--- src/rtl/shift_pkg.sv ---
// Shared encodings for the iterative shift sequencer: shift-op codes and FSM states.
package shift_pkg;

    typedef enum logic [1:0] {
        OP_LSL = 2'b00,
        OP_LSR = 2'b01,
        OP_ASR = 2'b10,
        OP_ROR = 2'b11
    } shift_op_t;

    typedef enum logic [1:0] {
        ST_IDLE  = 2'b00,
        ST_SHIFT = 2'b01,
        ST_DONE  = 2'b10
    } state_t;

endpackage

--- src/rtl/shift_step.sv ---
// Combinational single-bit shift step; reports the bit that falls off the edge.
module shift_step
    import shift_pkg::*;
#(
    parameter int unsigned WIDTH = 16
) (
    input  shift_op_t        op,
    input  logic [WIDTH-1:0] value,
    output logic [WIDTH-1:0] stepped,
    output logic             bit_out
);

    always_comb begin
        stepped = value;
        bit_out = value[0];
        case (op)
            OP_LSL: begin
                stepped = {value[WIDTH-2:0], 1'b0};
                bit_out = value[WIDTH-1];
            end
            OP_LSR: stepped = {1'b0, value[WIDTH-1:1]};
            OP_ASR: stepped = {value[WIDTH-1], value[WIDTH-1:1]};
            OP_ROR: stepped = {value[0], value[WIDTH-1:1]};
            default: ;
        endcase
    end

endmodule

--- src/rtl/shift_sequencer.sv ---
// Iterative LSL/LSR/ASR/ROR operand-2 shifter: one bit per cycle, start/ready/done handshake.
module shift_sequencer
    import shift_pkg::*;
#(
    parameter int unsigned WIDTH = 16,
    parameter int unsigned AMT_W = 5
) (
    input  logic             clk,
    input  logic             reset,
    input  logic             start,
    input  logic             flush,
    input  logic [1:0]       op,
    input  logic [WIDTH-1:0] data_in,
    input  logic [AMT_W-1:0] amount,
    input  logic             carry_in,
    output logic             ready,
    output logic             done,
    output logic [WIDTH-1:0] result,
    output logic             carry_out
);

    localparam int unsigned CNT_W = $clog2(WIDTH + 1);

    state_t           state;
    state_t           state_nx;
    shift_op_t        op_c;
    shift_op_t        op_q;
    logic [WIDTH-1:0] work;
    logic [CNT_W-1:0] count;
    logic             over_q;
    logic [CNT_W-1:0] eff_c;
    logic             over_c;
    logic [WIDTH-1:0] step_val;
    logic             step_bit;
    logic             ready_nx;
    logic             done_nx;

    assign op_c = shift_op_t'(op);

    // Effective step count: ROR wraps, the others clamp at WIDTH (over only matters for LSL/LSR carry)
    always_comb begin
        eff_c  = '0;
        over_c = 1'b0;
        if (op_c == OP_ROR) begin
            eff_c = CNT_W'(32'(amount) % WIDTH);
        end else if (32'(amount) > WIDTH) begin
            eff_c  = CNT_W'(WIDTH);
            over_c = (op_c != OP_ASR);
        end else begin
            eff_c = CNT_W'(amount);
        end
    end

    shift_step #(.WIDTH(WIDTH)) u_step (
        .op      (op_q),
        .value   (work),
        .stepped (step_val),
        .bit_out (step_bit)
    );

    always_ff @(posedge clk or posedge reset) begin
        if (reset) state <= ST_IDLE;
        else       state <= state_nx;
    end

    always_comb begin
        state_nx = state;
        case (state)
            ST_IDLE:  if (start) state_nx = (eff_c != '0) ? ST_SHIFT : ST_DONE;
            ST_SHIFT: if (count == CNT_W'(1)) state_nx = ST_DONE;
            ST_DONE:  state_nx = ST_IDLE;
            default:  state_nx = ST_IDLE;
        endcase
        if (flush) state_nx = ST_IDLE;
    end

    always_comb begin
        ready_nx = (state_nx == ST_IDLE);
        done_nx  = (state_nx == ST_DONE);
    end

    // Datapath and registered handshake; result/carry_out only move on entry to DONE
    always_ff @(posedge clk or posedge reset) begin
        if (reset) begin
            ready     <= 1'b1;
            done      <= 1'b0;
            result    <= '0;
            carry_out <= 1'b0;
            work      <= '0;
            count     <= '0;
            op_q      <= OP_LSL;
            over_q    <= 1'b0;
        end else begin
            ready <= ready_nx;
            done  <= done_nx;
            case (state)
                ST_IDLE: begin
                    if (start && !flush) begin
                        work   <= data_in;
                        op_q   <= op_c;
                        over_q <= over_c;
                        count  <= eff_c;
                        if (eff_c == '0) begin
                            result    <= data_in;
                            carry_out <= carry_in;
                        end
                    end
                end
                ST_SHIFT: begin
                    if (!flush) begin
                        work  <= step_val;
                        count <= count - CNT_W'(1);
                        if (count == CNT_W'(1)) begin
                            result    <= step_val;
                            carry_out <= over_q ? 1'b0 : step_bit;
                        end
                    end
                end
                default: ;
            endcase
        end
    end

endmodule

--- config.mk ---
export PLATFORM = sky130hd
export DESIGN_NAME = shift_sequencer
export DESIGN_NICKNAME = d
export VERILOG_FILES = /design/src/rtl/shift_pkg.sv /design/src/rtl/shift_step.sv /design/src/rtl/shift_sequencer.sv
export SDC_FILE = /design/constraint.sdc
export NUM_CORES = 1
export LEC_CHECK = 0
export CORE_ASPECT_RATIO = 1.2
export CORE_UTILIZATION = 45
export DETAILED_ROUTE_END_ITERATION = 8
export GPL_ROUTABILITY_DRIVEN = 0
export PLACE_DENSITY = 0.71
export SLEW_MARGIN = 20
export SYNTH_ARGS = -nofsm -noshare
export SYNTH_HDL_FRONTEND = slang
export SYNTH_SLANG_ARGS = --single-unit
--- constraint.sdc ---
create_clock -name clk -period 1.9 [get_ports clk]
set_input_delay 0.38 -clock clk [delete_from_list [all_inputs] [get_ports clk]]
set_output_delay 0.38 -clock clk [all_outputs]
set_load 0.1 [all_outputs]
==> reports/results.ini <==
[die]
rows = 27
core_area_sq_um = 4630
io_pins = 47
fp.dieArea_sq_um = 5170
initial_core_util_pct = 47.5
die-height_microns = 78.6
die_x_microns = 65.8

[synthesis]
synthArstFlopShare_pct = 100
ys_warn_count = 0
ys_ff_latch = 45
synth-main-ff-cell = dfrtp_1
syn-instance-count = 193
yosysMostFrequentCell = dfrtp_1
synthesis.area_sq_um = 2200
synth_top_area_share_pct = 50.1
syn_area_per_cell_sq_um = 11.4
synth_commonest_cells = dfrtp_1, mux2_2, o21ai_0
syn-num-nets = 223
synth_area_leaders = dfrtp_1, mux2_2, mux2i_1, o21ai_0, mux2_1
seq_area_frac_synth_pct = 51.3
synth_edf_count = 0
yosysTopAreaCell = dfrtp_1
synth_cell_types = 36

[clock_tree]
clock-sinks = 45
cts_max_level = 2
cts-root-buf = clkbuf_8
path_clk_slew_ps = 80
cts_tree = done
cts_buffers = 5
clk_latency_ps = 290
cts_buffer_depth = 2
postCtsHoldBufs = 0

[layout]
stdcell_area_sq_um = 3240
multiInputGateArea_sq_um = 1090
layout-drive-gt1-share_pct = 38.8
diodes = 0
seq_area_sq_um = 1130
area_delta_synth_final_pct = 47.2
fin_cells = 331
nets = 303
fillCellCount = 356

[detailed_routing]
vias = 1727
dr.first_iter.drc_count = 101
routed_wl_microns = 5040
drcViolationCount = 0
avgRoutedWirePerCell_microns = 15.2
detail-route-antenna-nets = 0
dr.pass1.iters = 4
viasPerCell = 5.22

[timing]
max_freq_mhz = 511
finalCritPeriodShare_pct = 103
fin_hold_ws_ps = 422
finalSetupViolCount = 16
hold_violations = 0
skew_ps = 5.30
period_needed_ps = 1960
tightest_slew_ps = 282
rsz0062_at_grt = yes
slew_headroom_pct = 81.0
layout_setup_ws_ps = -56.8
maxSlewViolCount = 0

[job]
drv_cap = 0

[global_routing]
overflow = 0
grt_pass1_wl_microns = 8500
grt_pass1_vias = 1879
grt_max_degree = 46
antenna_found_initial = 0
groute.usage.overall_pct = 21.7

[place]
port_buffers = 46
dpl_cell_area_sq_um = 2970
hpwl_microns = 3460
place_inst = 314

[status]
violations = negative setup slack
outcome = finished, violations left

[pwr]
powerDensity_nw_per_um2 = 1390
ir_drop_mv = 0.935
leakage_nw = 1.49
p_total_mw = 4.50

[critical_path]
path_class = register to register
worstPathRequired_ps = 2080
start_kind = register
arrival_ps = 2130
crit_fanout = 4
endpoint_kind = register

[worst_hold_path]
min_path_type = primary input to async pin

## layout by cell type (no fill, tap or decap), types with 2 or more instances in the layout
cell type,synthesis,final
buf_4,0,42
o21ai_0,22,22
or4b_4,0,2
dfrtp_1,44,44
dlygate4sd2_1,0,5
mux2_2,24,17
a22oi_1,2,2
ha_4,0,2
a21oi_1,5,5
clkdlybuf4s50_1,0,22
nand2_1,19,19
nor2b_1,2,2
buf_12,0,10
mux2_4,0,15
nor2_1,12,11
a221o_1,2,2
inv_1,6,4
mux2i_1,15,15
nor3_1,2,2
clkbuf_8,0,6
clkinv_8,0,2
## metal layers
metal / track usage (%) / part of all wire [%] / up-vias
met2: 36.9 / 50 / 36
met1: 26.6 / 44 / 833
met3: 4.65 / 3.8 / 8
met5: 0 / 0 / -
li1: - / - / 850
met4: 7.61 / 1.6 / 0
## final timing paths
| path | startpoint | to | slack (ps) | cells after the start |
|---|---|---|---|---|
| worst max register to register | count[1]$_DFFE_PP0P_ | result[12]$_DFFE_PP0P_ | -60 | 7 |
| min in group clk | result[15]$_DFFE_PP0P_ | result[15]$_DFFE_PP0P_ | 480 | 2 |
| worst max-delay path | count[1]$_DFFE_PP0P_ | result[12]$_DFFE_PP0P_ | -60 | 7 |
| max in group asynchronous | reset | ready$_DFF_PP1_ | 1220 | 3 |
| worst min register to register | result[15]$_DFFE_PP0P_ | result[15]$_DFFE_PP0P_ | 480 | 2 |
| worst min-delay path | reset | count[1]$_DFFE_PP0P_ | 420 | 3 |
## what timing repair did
item | CTS | global route
setup endpoints to repair | 16 | 20
setup buffers | 9 | 1
gates cloned | 2 | 0
pin swaps | 2 | 2
resized for setup | 24 | 5
## power breakdown
| part | internal, mW | leakage (nW) | switching [mW] |
|---|---|---|---|
| Clock | 0.289 | 0.0443 | 0.297 |
| Sequential | 1.24 | 0.563 | 0.233 |
| Combinational | 0.914 | 0.886 | 1.53 |
## logic make-up (layout without fill, tap and decap cells)
group | count (synthesis) | count (layout) | synth area share, %
flops | 45 | 45 | 51.3
mux | 47 | 47 | 23.2
compound gates | 41 | 41 | 12.1
fa+ha+maj | 2 | 2 | 1.14
buf+inv | 16 | 96 | 3.41
simple gates | 42 | 42 | 8.88
## final cells by class
class / instances / share of cell area, %
clock buffer: 7 / 2.67
sequential: 45 / 34.8
timing repair buffer: 80 / 24.4
tap: 58 / 2.24
multi-input combinational: 132 / 33.8
timing repair inverter: 2 / 0.773
inverter: 7 / 1.20
## worst max-delay path, cell delays in order, from the launching register on
cell      delay [ps]
dfrtp_1          400
inv_2             80
buf_6             90
ha_4             110
or4b_4           460
o32a_4           290
clkinv_4         110
mux2_4           300
## through the flow
step	worst slack [ps]	TNS (ps)	utilization [%]
detailed placement	-512	-8310	64.3
global route	-99.0	-1440	69.9
global placement	-491	-8090	64.3
CTS	-34.0	-455	69.5
finish	-56.8	-746	69.9
floorplan	-171	-1700	-
## registers in the layout, summed over array words and instances (netlist names)
name	cells
carry_out	1
count	5
done	1
op_q	2
over_q	1
ready	1
result	16
state	2
work	16
No activity file was read; power rests on OpenSTA's default activity.
